--- config.mk ---
export PLATFORM = sky130hd
export DESIGN_NAME = mac_kbd_host_flat
export DESIGN_NICKNAME = d
export VERILOG_FILES = /design/src/rtl/mac_kbd_host_if.sv /design/src/rtl/mac_kbd_host.sv /design/src/flat_wrapper.sv
export SDC_FILE = /design/constraint.sdc
export NUM_CORES = 1
export LEC_CHECK = 0
export CORE_MARGIN = 2
export CORE_UTILIZATION = 30
export CTS_CLUSTER_SIZE = 10
export DETAILED_ROUTE_END_ITERATION = 16
export PLACE_DENSITY_LB_ADDON = 0.2
export SLEW_MARGIN = 20
export SYNTH_ARGS = -nofsm -noshare
export SYNTH_HDL_FRONTEND = slang
export SYNTH_SLANG_ARGS = --single-unit
--- constraint.sdc ---
create_clock -name clk32 -period 2.3 [get_ports clk32]
set_input_delay 0.46 -clock clk32 [delete_from_list [all_inputs] [get_ports clk32]]
set_output_delay 0.46 -clock clk32 [all_outputs]
set_load 0.02 [all_outputs]
--- src/rtl/mac_kbd_host_if.sv ---
// Command/response handshake between the Mac-side caller and the keyboard host.
interface mac_kbd_host_if;
    logic [7:0] cmd_data;
    logic       cmd_valid;
    logic       cmd_ready;
    logic [7:0] resp_data;
    logic       resp_valid;
    logic       resp_timeout;

    // Caller side: issues commands, receives responses
    modport master (
        output cmd_data,
        output cmd_valid,
        input  cmd_ready,
        input  resp_data,
        input  resp_valid,
        input  resp_timeout
    );

    // Host side: accepts commands, reports responses
    modport slave (
        input  cmd_data,
        input  cmd_valid,
        output cmd_ready,
        output resp_data,
        output resp_valid,
        output resp_timeout
    );
endinterface

--- src/rtl/mac_kbd_host.sv ---
// Macintosh-side initiator for the 128K/512K/Plus keyboard serial link.
// Sends one command byte on keyboard-generated clocks, then receives one response byte.
module mac_kbd_host #(
    parameter int unsigned START_TICKS = 2437500,
    parameter int unsigned BIT_TICKS   = 8125,
    parameter int unsigned TURN_TICKS  = 800
) (
    input  logic          clk32,
    input  logic          _reset,
    input  logic          clk8_en_p,
    input  logic          kbd_clk_i,
    input  logic          kbd_dat_i,
    output logic          kbd_dat_oe,
    output logic          busy,
    mac_kbd_host_if.slave host
);

    localparam int unsigned TW = 22;
    localparam int unsigned CW = 4;
    localparam logic [TW-1:0] START_LIM = TW'(START_TICKS - 1);
    localparam logic [TW-1:0] BIT_LIM   = TW'(BIT_TICKS - 1);
    localparam logic [TW-1:0] TURN_LIM  = TW'(TURN_TICKS - 1);
    localparam logic [TW-1:0] TIMER_MAX = {TW{1'b1}};

    typedef enum logic [2:0] {
        S_IDLE,
        S_REQ,
        S_TX,
        S_TURN,
        S_RXW,
        S_RX,
        S_ABORT
    } state_e;

    state_e        state_q, state_d;
    logic [7:0]    shift_q, shift_d;
    logic [CW-1:0] bitcnt_q, bitcnt_d;
    logic [TW-1:0] timer_q, timer_d;
    logic          oe_q, oe_d;
    logic [7:0]    resp_data_q, resp_data_d;
    logic          resp_valid_q, resp_valid_d;
    logic          resp_timeout_q, resp_timeout_d;
    logic          busy_q, busy_d;
    logic          cmd_ready_q, cmd_ready_d;
    logic          clk_s1_q, clk_s1_d;
    logic          clk_s2_q, clk_s2_d;
    logic          clk_prev_q, clk_prev_d;
    logic          dat_s1_q, dat_s1_d;
    logic          dat_s2_q, dat_s2_d;

    logic          clk_rise;
    logic          clk_fall;
    logic          clk_edge;
    logic          go_abort;
    logic [7:0]    rx_byte;

    // Edge events from the synchronised CLK versus its previous sample
    assign clk_rise = ~clk_prev_q & clk_s2_q;
    assign clk_fall = clk_prev_q & ~clk_s2_q;
    assign clk_edge = clk_rise | clk_fall;
    assign rx_byte  = {shift_q[6:0], dat_s2_q};

    // Next-state, datapath and output computation; everything advances only on clk8_en_p
    always_comb begin
        state_d        = state_q;
        shift_d        = shift_q;
        bitcnt_d       = bitcnt_q;
        timer_d        = timer_q;
        oe_d           = oe_q;
        resp_data_d    = resp_data_q;
        resp_valid_d   = resp_valid_q;
        resp_timeout_d = resp_timeout_q;
        busy_d         = busy_q;
        cmd_ready_d    = cmd_ready_q;
        clk_s1_d       = clk_s1_q;
        clk_s2_d       = clk_s2_q;
        clk_prev_d     = clk_prev_q;
        dat_s1_d       = dat_s1_q;
        dat_s2_d       = dat_s2_q;
        go_abort       = 1'b0;

        if (clk8_en_p) begin
            clk_s1_d       = kbd_clk_i;
            clk_s2_d       = clk_s1_q;
            clk_prev_d     = clk_s2_q;
            dat_s1_d       = kbd_dat_i;
            dat_s2_d       = dat_s1_q;
            resp_valid_d   = 1'b0;
            resp_timeout_d = 1'b0;
            timer_d        = (timer_q == TIMER_MAX) ? timer_q : timer_q + TW'(1);

            // Any CLK edge while the keyboard is clocking restarts the gap timer
            if (clk_edge && (state_q inside {S_REQ, S_TX, S_RXW, S_RX})) begin
                timer_d = '0;
            end

            case (state_q)
                S_IDLE: begin
                    oe_d    = 1'b0;
                    timer_d = '0;
                    if (host.cmd_valid && cmd_ready_q) begin
                        shift_d  = host.cmd_data;
                        bitcnt_d = '0;
                        oe_d     = 1'b1;
                        state_d  = S_REQ;
                    end
                end
                S_REQ: begin
                    if (clk_fall) begin
                        oe_d    = ~shift_q[7];
                        state_d = S_TX;
                    end else if (!clk_edge && timer_q >= START_LIM) begin
                        go_abort = 1'b1;
                    end
                end
                S_TX: begin
                    if (clk_rise) begin
                        bitcnt_d = bitcnt_q + CW'(1);
                        shift_d  = {shift_q[6:0], 1'b0};
                        if (bitcnt_q == CW'(7)) begin
                            oe_d    = 1'b1;
                            timer_d = '0;
                            state_d = S_TURN;
                        end
                    end else if (clk_fall) begin
                        if (bitcnt_q < CW'(8)) begin
                            oe_d = ~shift_q[7];
                        end
                    end else if (timer_q >= BIT_LIM) begin
                        go_abort = 1'b1;
                    end
                end
                S_TURN: begin
                    if (timer_q >= TURN_LIM) begin
                        oe_d     = 1'b0;
                        bitcnt_d = '0;
                        timer_d  = '0;
                        state_d  = S_RXW;
                    end
                end
                S_RXW: begin
                    if (clk_fall) begin
                        state_d = S_RX;
                    end else if (!clk_edge && timer_q >= START_LIM) begin
                        go_abort = 1'b1;
                    end
                end
                S_RX: begin
                    if (clk_rise) begin
                        shift_d  = rx_byte;
                        bitcnt_d = bitcnt_q + CW'(1);
                        if (bitcnt_q == CW'(7)) begin
                            resp_data_d  = rx_byte;
                            resp_valid_d = 1'b1;
                            state_d      = S_IDLE;
                        end
                    end else if (!clk_fall && timer_q >= BIT_LIM) begin
                        go_abort = 1'b1;
                    end
                end
                S_ABORT: begin
                    oe_d    = 1'b0;
                    state_d = S_IDLE;
                end
                default: begin
                    oe_d    = 1'b0;
                    state_d = S_IDLE;
                end
            endcase

            // Abandon the transaction: release DATA and flag the timeout for one tick
            if (go_abort) begin
                oe_d           = 1'b0;
                timer_d        = '0;
                resp_timeout_d = 1'b1;
                state_d        = S_ABORT;
            end

            busy_d      = (state_d != S_IDLE);
            cmd_ready_d = (state_d == S_IDLE);
        end
    end

    // State and output registers; reset releases DATA immediately
    always_ff @(posedge clk32 or negedge _reset) begin
        if (!_reset) begin
            state_q        <= S_IDLE;
            shift_q        <= '0;
            bitcnt_q       <= '0;
            timer_q        <= '0;
            oe_q           <= 1'b0;
            resp_data_q    <= '0;
            resp_valid_q   <= 1'b0;
            resp_timeout_q <= 1'b0;
            busy_q         <= 1'b0;
            cmd_ready_q    <= 1'b1;
            clk_s1_q       <= 1'b1;
            clk_s2_q       <= 1'b1;
            clk_prev_q     <= 1'b1;
            dat_s1_q       <= 1'b1;
            dat_s2_q       <= 1'b1;
        end else begin
            state_q        <= state_d;
            shift_q        <= shift_d;
            bitcnt_q       <= bitcnt_d;
            timer_q        <= timer_d;
            oe_q           <= oe_d;
            resp_data_q    <= resp_data_d;
            resp_valid_q   <= resp_valid_d;
            resp_timeout_q <= resp_timeout_d;
            busy_q         <= busy_d;
            cmd_ready_q    <= cmd_ready_d;
            clk_s1_q       <= clk_s1_d;
            clk_s2_q       <= clk_s2_d;
            clk_prev_q     <= clk_prev_d;
            dat_s1_q       <= dat_s1_d;
            dat_s2_q       <= dat_s2_d;
        end
    end

    assign kbd_dat_oe        = oe_q;
    assign busy              = busy_q;
    assign host.cmd_ready    = cmd_ready_q;
    assign host.resp_data    = resp_data_q;
    assign host.resp_valid   = resp_valid_q;
    assign host.resp_timeout = resp_timeout_q;

endmodule

--- src/flat_wrapper.sv ---
// flat-port wrapper written by rule: the top's interface ports become plain ports
module mac_kbd_host_flat 
#(
    parameter int unsigned START_TICKS = 2437500,
    parameter int unsigned BIT_TICKS   = 8125,
    parameter int unsigned TURN_TICKS  = 800
)
  (clk32, _reset, clk8_en_p, kbd_clk_i, kbd_dat_i, kbd_dat_oe, busy, host_cmd_data, host_cmd_valid, host_cmd_ready, host_resp_data, host_resp_valid, host_resp_timeout);
  mac_kbd_host_if host_i ();
  input  logic clk32;
  input  logic _reset;
  input  logic clk8_en_p;
  input  logic kbd_clk_i;
  input  logic kbd_dat_i;
  output logic kbd_dat_oe;
  output logic busy;
  input wire logic [$bits(host_i.cmd_data)-1:0] host_cmd_data;
  input wire logic [$bits(host_i.cmd_valid)-1:0] host_cmd_valid;
  output wire logic [$bits(host_i.cmd_ready)-1:0] host_cmd_ready;
  output wire logic [$bits(host_i.resp_data)-1:0] host_resp_data;
  output wire logic [$bits(host_i.resp_valid)-1:0] host_resp_valid;
  output wire logic [$bits(host_i.resp_timeout)-1:0] host_resp_timeout;
  assign host_i.cmd_data = host_cmd_data;
  assign host_i.cmd_valid = host_cmd_valid;
  assign host_cmd_ready = host_i.cmd_ready;
  assign host_resp_data = host_i.resp_data;
  assign host_resp_valid = host_i.resp_valid;
  assign host_resp_timeout = host_i.resp_timeout;
  mac_kbd_host #(.START_TICKS(START_TICKS), .BIT_TICKS(BIT_TICKS), .TURN_TICKS(TURN_TICKS)) u_core (.clk32(clk32), ._reset(_reset), .clk8_en_p(clk8_en_p), .kbd_clk_i(kbd_clk_i), .kbd_dat_i(kbd_dat_i), .kbd_dat_oe(kbd_dat_oe), .busy(busy), .host(host_i));
endmodule
**After elaboration in Yosys (flattened, before gate mapping)**

Index checks and enable logic that the tools add are counted.

- Register bits: 55
- Bits of input ports: 14
- Word-level logic and storage cells: 112

- Reduce and logical (&&, ||, !) cells: 19
- Bitwise logic cells: 6
- Eq/ne operators: 18
- Order comparisons: 4
- Multiplexer cells: 48
- $add $sub $neg: 2

Operator list:

| cell | number |
|---|---|
| $mux W22 | 6 |
| $pmux W22 S3 | 1 |
| $mux W3 | 10 |
| $mux W8 | 3 |
| $pmux W8 S3 | 1 |
| $add A22 B1 Y22 const B | 1 |
| $eq A22 B22 Y1 const B | 1 |
| $ge A22 B10 Y1 const B | 1 |
| $ge A22 B13 Y1 const B | 1 |
| $ge A22 B22 Y1 const B | 1 |
| $mux W1 | 20 |
| $pmux W3 S6 | 1 |
| $mux W4 | 3 |
| $ne A2 B1 Y1 const B | 6 |
| $pmux W4 S3 | 1 |
| $reduce_and A5 Y1 | 2 |
| $reduce_bool A3 Y1 | 3 |
| $reduce_and A7 Y1 | 1 |
| $eq A3 B2 Y1 const B | 2 |
| $eq A3 B3 Y1 const B | 2 |
| $logic_not A3 Y1 | 2 |
| $reduce_or A2 Y1 | 3 |
| $pmux W1 S5 | 1 |
| $add A4 B1 Y4 const B | 1 |
| 16 further kinds | 23 |

**Longest topological paths before layout**

Gate-level depths: netlist (run 1).

- Depth after elaboration: 12
- Depth in mapped cells: 9
- Gate-level depth less buffers: 8

**Worst setup path after synthesis (run 1)**

Ideal clock, no wire load.

- Path type: register -> register
- Start: register u_core.timer_q[8]
- End: register u_core.state_q[0]
- Cell stages (with the launch flop): 9
- Arrival: 2.093 ns
- Required time: 2.175 ns
- Library setup time: 0.125 ns
- Slack: 0.082 ns
- Cell sequence: dfrtp_1 -> buf_2 -> nand2_1 -> or4_4 -> a2111oi_4 -> a31oi_4 -> buf_6 -> a21boi_1 -> mux2_4

- Cells in the longest elaborated chain, start to end: 8

Ends and longest elaborated chain:

| element | RTL line | source |
|---|---|---|
| start: declaration | mac_kbd_host.sv:38 | `logic [TW-1:0] timer_q, timer_d;` |
| start signal: assignment | mac_kbd_host.sv:206 | `timer_q <= timer_d;` |
| $ge A22 B13 Y1 or $ge A22 B22 Y1 (tied branches) | -- |  |
| $mux W1 (tied with other cells) | mac_kbd_host.sv:129 | `end else if (timer_q >= BIT_LIM) begin` |
| $mux W1, on equally long branches | -- |  |
| $mux W1, on equally long branches | mac_kbd_host.sv:117, mac_kbd_host.sv:142, mac_kbd_host.sv:149 |  |
| $pmux W1 S3 | mac_kbd_host.sv:97 | `case (state_q)` |
| $mux W1 | mac_kbd_host.sv:82 | `if (clk8_en_p) begin` |
| $mux W3 (*) | mac_kbd_host.sv:172 | `if (go_abort) begin` |
| $mux W3 (*) | mac_kbd_host.sv:82 |  |
| end signal: assignment | mac_kbd_host.sv:203 | `state_q <= state_d;` |
| end: declaration | mac_kbd_host.sv:35 | `state_e state_q, state_d;` |

Mark *: on every way between the ends. The rest lies on a longest branch, timed or not. The select of a mux whose other input is x is not followed.
A chain may end at the register's enable or synchronous reset.

**Worst setup path after layout (run 1)**

- Start: register u_core.timer_q[16]
- End: register u_core.timer_q[2]

- Cells in the longest elaborated chain, start to end: 7

Ends and longest elaborated chain:

| element | RTL line | source |
|---|---|---|
| $ge A22 B13 Y1 (tied with other cells) | mac_kbd_host.sv:129, mac_kbd_host.sv:157 |  |
| $mux W1 (tied with other cells) | mac_kbd_host.sv:129 |  |
| $mux W1 (tied with other cells) | mac_kbd_host.sv:125 | `end else if (clk_fall) begin` |
| $mux W1 (tied with other cells) | mac_kbd_host.sv:117 | `if (clk_rise) begin` |
| $pmux W1 S3 or $mux W22 (tied branches) | mac_kbd_host.sv:97, mac_kbd_host.sv:117 |  |
| $mux W1 or $pmux W22 S3 (tied branches) | mac_kbd_host.sv:82, mac_kbd_host.sv:97 |  |
| $mux W22 (*) | mac_kbd_host.sv:172 |  |

Marks and branches as above.

==> results of run 1 <==
==> registers in the layout, indices dropped and copies added, names as in the netlist <==
signal                    cells
u_core.host.cmd_ready         1
u_core.host.resp_timeout      1
u_core.host.resp_valid        1
u_core.clk_prev_q             1
u_core.clk_s1_q               1
u_core.dat_s1_q               1
u_core.busy                   1
u_core.shift_q                8
u_core.kbd_dat_oe             1
u_core.host.resp_data         8
u_core.timer_q               22
u_core.clk_s2_q               1
u_core.state_q                3
u_core.dat_s2_q               1
u_core.bitcnt_q               4
==> worst paths after layout <==
check	from	endpoint	slack [ns]	depth (start not counted)
min in group clk32	u_core.host.resp_valid	u_core.host.resp_valid	0.49	1
max in group asynchronous	_reset	u_core.dat_s2_q	1.71	2
setup / recovery	u_core.timer_q[16]	u_core.timer_q[2]	0.01	7
hold reg to reg	u_core.host.resp_valid	u_core.host.resp_valid	0.49	1
hold / removal	_reset	u_core.shift_q[4]	0.03	1
setup reg to reg	u_core.timer_q[16]	u_core.timer_q[2]	0.01	7
==> cells by family (layout without fill, tap and decap cells) <==
logic type,after synthesis,in the layout,share of synthesized area [%]
compound gates,94,94,20.3
xor+xnor,1,1,0.265
fa+ha+maj,5,5,1.89
buf+inv,38,104,5.41
flops,55,55,41.8
mux,20,20,6.62
simple gates,147,147,23.6
==> layer usage <==
metal,vias up,track usage [%]
met5,-,0
met4,0,4.58
met3,9,2.63
met2,65,23.4
met1,1458,23.6
li1,1482,-
==> power by group <==
group          internal [uW]  switching, uW  total (uW)
sequential              1170            150        1320
combinational            749            906        1650
clock                    336            354         691
total                   2260           1410        3670
==> Yosys cell counts, drive strengths merged, types with 2 or more instances <==
master   count
o31ai        8
o21ai       25
a2111oi      3
a21oi       16
mux2i        8
o2111ai      2
nand4       19
nor4         4
o21a         2
nand2       40
dfstp        6
nor2        24
clkbuf       9
nand3       24
ha           5
nand3b       2
buf         17
inv         12
nand2b       6
mux2        12
or4          5
a41oi        7
o311ai       7
and4         3
dfrtp       49
a21boi       2
a31oi       10
nor3         4
o22ai        4
nor2b        8
==> worst max-delay path: stages (launching register included) <==
cell       delay [ns]
dfrtp_1          0.39
or4_4            0.55
nor4_4           0.35
a2111oi_4        0.13
a31oi_4          0.25
nand3_4          0.13
buf_6            0.15
o311ai_2         0.24
==> cell type report <==
type,count,area [um^2]
clock buffer,5,68.8
sequential,55,1380
fill,1081,6470
clock inverter,3,50.0
multi-input combinational,267,1870
inverter,12,45.0
timing repair buffer,84,728
tap,140,175
==> metrics by stage <==
stage / total power [uW] / worst slack (ns) / hold WS (ns) / instances / util (%)
final: 3670 / 0.0106 / 0.0276 / 566 / 40.0
after global routing: 3910 / -0.124 / 0.0200 / 566 / 40.0
after CTS: 3540 / 0.0129 / 0.0262 / 564 / 38.6
after detailed placement: 2830 / 0.0318 / 0.391 / 556 / 37.5
after global placement: 2810 / 0.0743 / 0.394 / 556 / 37.5
after floorplan: 2250 / 0.0818 / 0.164 / 360 / -
==> repair_timing <==
item / in CTS / in global routing
hold buffers: 0 / 0
endpoints found under the setup margin: 0 / 17
buffers inserted: 0 / 1
resized for setup: 0 / 23
==> summary.txt, run 1 <==
Drt
  • Met3 routed wirelength: 264 um
  • Aggregate routed wire length: 9070 um
  • Vias per cell: 5.33
  • Routed via count: 3014
  • Met1 wire length: 4610 um
  • Antenna Nets Post-Route: 0
  • DRT Pass-1 Iters: 5
  • Top layer in use: met4
  • DR WL/cell: 16.0 um
  • DRT iter0 DRCs: 189
  • DRC: 0
  • Met2 routed WL: 4090 um

Clocking
  • Clk_lat worst skew: 0.32 ns
  • Clock sink count: 55
  • Clk buf depth: 2
  • Clk slew on worst S/H paths: 0.11 ns
  • Clock Tree Root: clkbuf_8
  • TritonCTS clock tree: yes
  • CTS H-tree depth: 2
  • Number of CTS-inserted buffers: 5

Global routing
  • GRT Total Usage: 15.8%
  • Initial antenna violation count: 0
  • Overflow left after global routing: 0
  • Global-route wire length before repair: 14600 um
  • Largest net degree at the start of global routing: 37
  • Vias in the first global route: 2878

STA
  • Max-slew violation count: 0
  • Clock Skews: 0.00868 ns
  • Sum Neg Setup Slack: 0 ns
  • Final worst path period need: 2.29 ns
  • Endpoints failing hold: 0
  • Setup violation total in the final timing report: 0
  • Worst Tran Pin Value: 0.428 ns
  • Fin crit share: 99.5%
  • Unrepaired setup endpoints after global routing: true
  • Fmax: 0.437 GHz
  • Rel. slew slack: 70.7%

Finish
  • Antenna cells: 0
  • Commonest cells after routing, fill and taps aside: 51 x buf_4, 49 x dfrtp_1, 40 x nand2_1
  • Nets: 444
  • Fin area: 4320 um^2
  • Area Growth Syn to Fin: 30.6%
  • Commonest non-fill, non-tap cell in the layout: buf_4
  • Layout cells sized above 1: 25.8%

Placed design
  • GPL Wtd Cong: 0.853
  • DP HPWL: 6490 um
  • Port Buffers: 26
  • Placed Instance Area: 4050 um^2

Die
  • Starting density of the core: 30.7%
  • Die W: 109 um
  • Placeable core area: 10800 um^2
  • Die Height: 109 um
  • I/O Pins: 27
  • Count of standard-cell rows: 38
  • DIE AREA: 11900 um^2

Synthesis
  • Number of synthesized register bits: 55
  • Top-area cell type share of the netlist area: 37.1%
  • Avg Inst Size Synth: 9.19 um^2
  • Top_reg_cell synth: dfrtp_1
  • Post-Syn Nets: 379
  • Leading area contributor after synthesis: dfrtp_1
  • Post-synth EDFFs: 0
  • Yosys warnings: 0
  • Cell Area, Synth: 3310 um^2
  • Unique masters post-synth: 59
  • Cells after Synth: 360
  • Async S/R FF share, synth: 100%
  • Top cells by area, synth: dfrtp_1 37%, dfstp_2 4.8%, nand2_1 4.5%
  • Seq/Total Area, Yosys: 41.8%

Setup path
  • CP Capture Type: flip-flop
  • Crit path DAT: 2.51 ns
  • Req. time, crit path: 2.53 ns
  • CP startpoint kind: flip-flop
  • Crit-path max FO: 5
  • Crit Path Class: reg -> reg

Pwr
  • Leak Pwr: 0.00180 uW
  • Worst IR Drop VDD: 0.355 mV
  • PwrDens: 849 nW/um^2

Run status
  • Status: finished clean

Run
  • Max cap viols: 0

Min path
  • Hold crit path type: in -> async
(Power assumes the default switching activity.)
==> run 2: changes to the inputs <==
--- a/config.mk
+++ b/config.mk
@@ -10,7 +10,7 @@
 export CTS_CLUSTER_SIZE = 10
 export DETAILED_ROUTE_END_ITERATION = 16
 export PLACE_DENSITY_LB_ADDON = 0.2
-export SLEW_MARGIN = 20
+export SKIP_CTS_REPAIR_TIMING = 1
 export SYNTH_ARGS = -nofsm -noshare
 export SYNTH_HDL_FRONTEND = slang
 export SYNTH_SLANG_ARGS = --single-unit
==> results of run 2 <==
The final DEF is identical to that of run 1; final timing and power are the same.
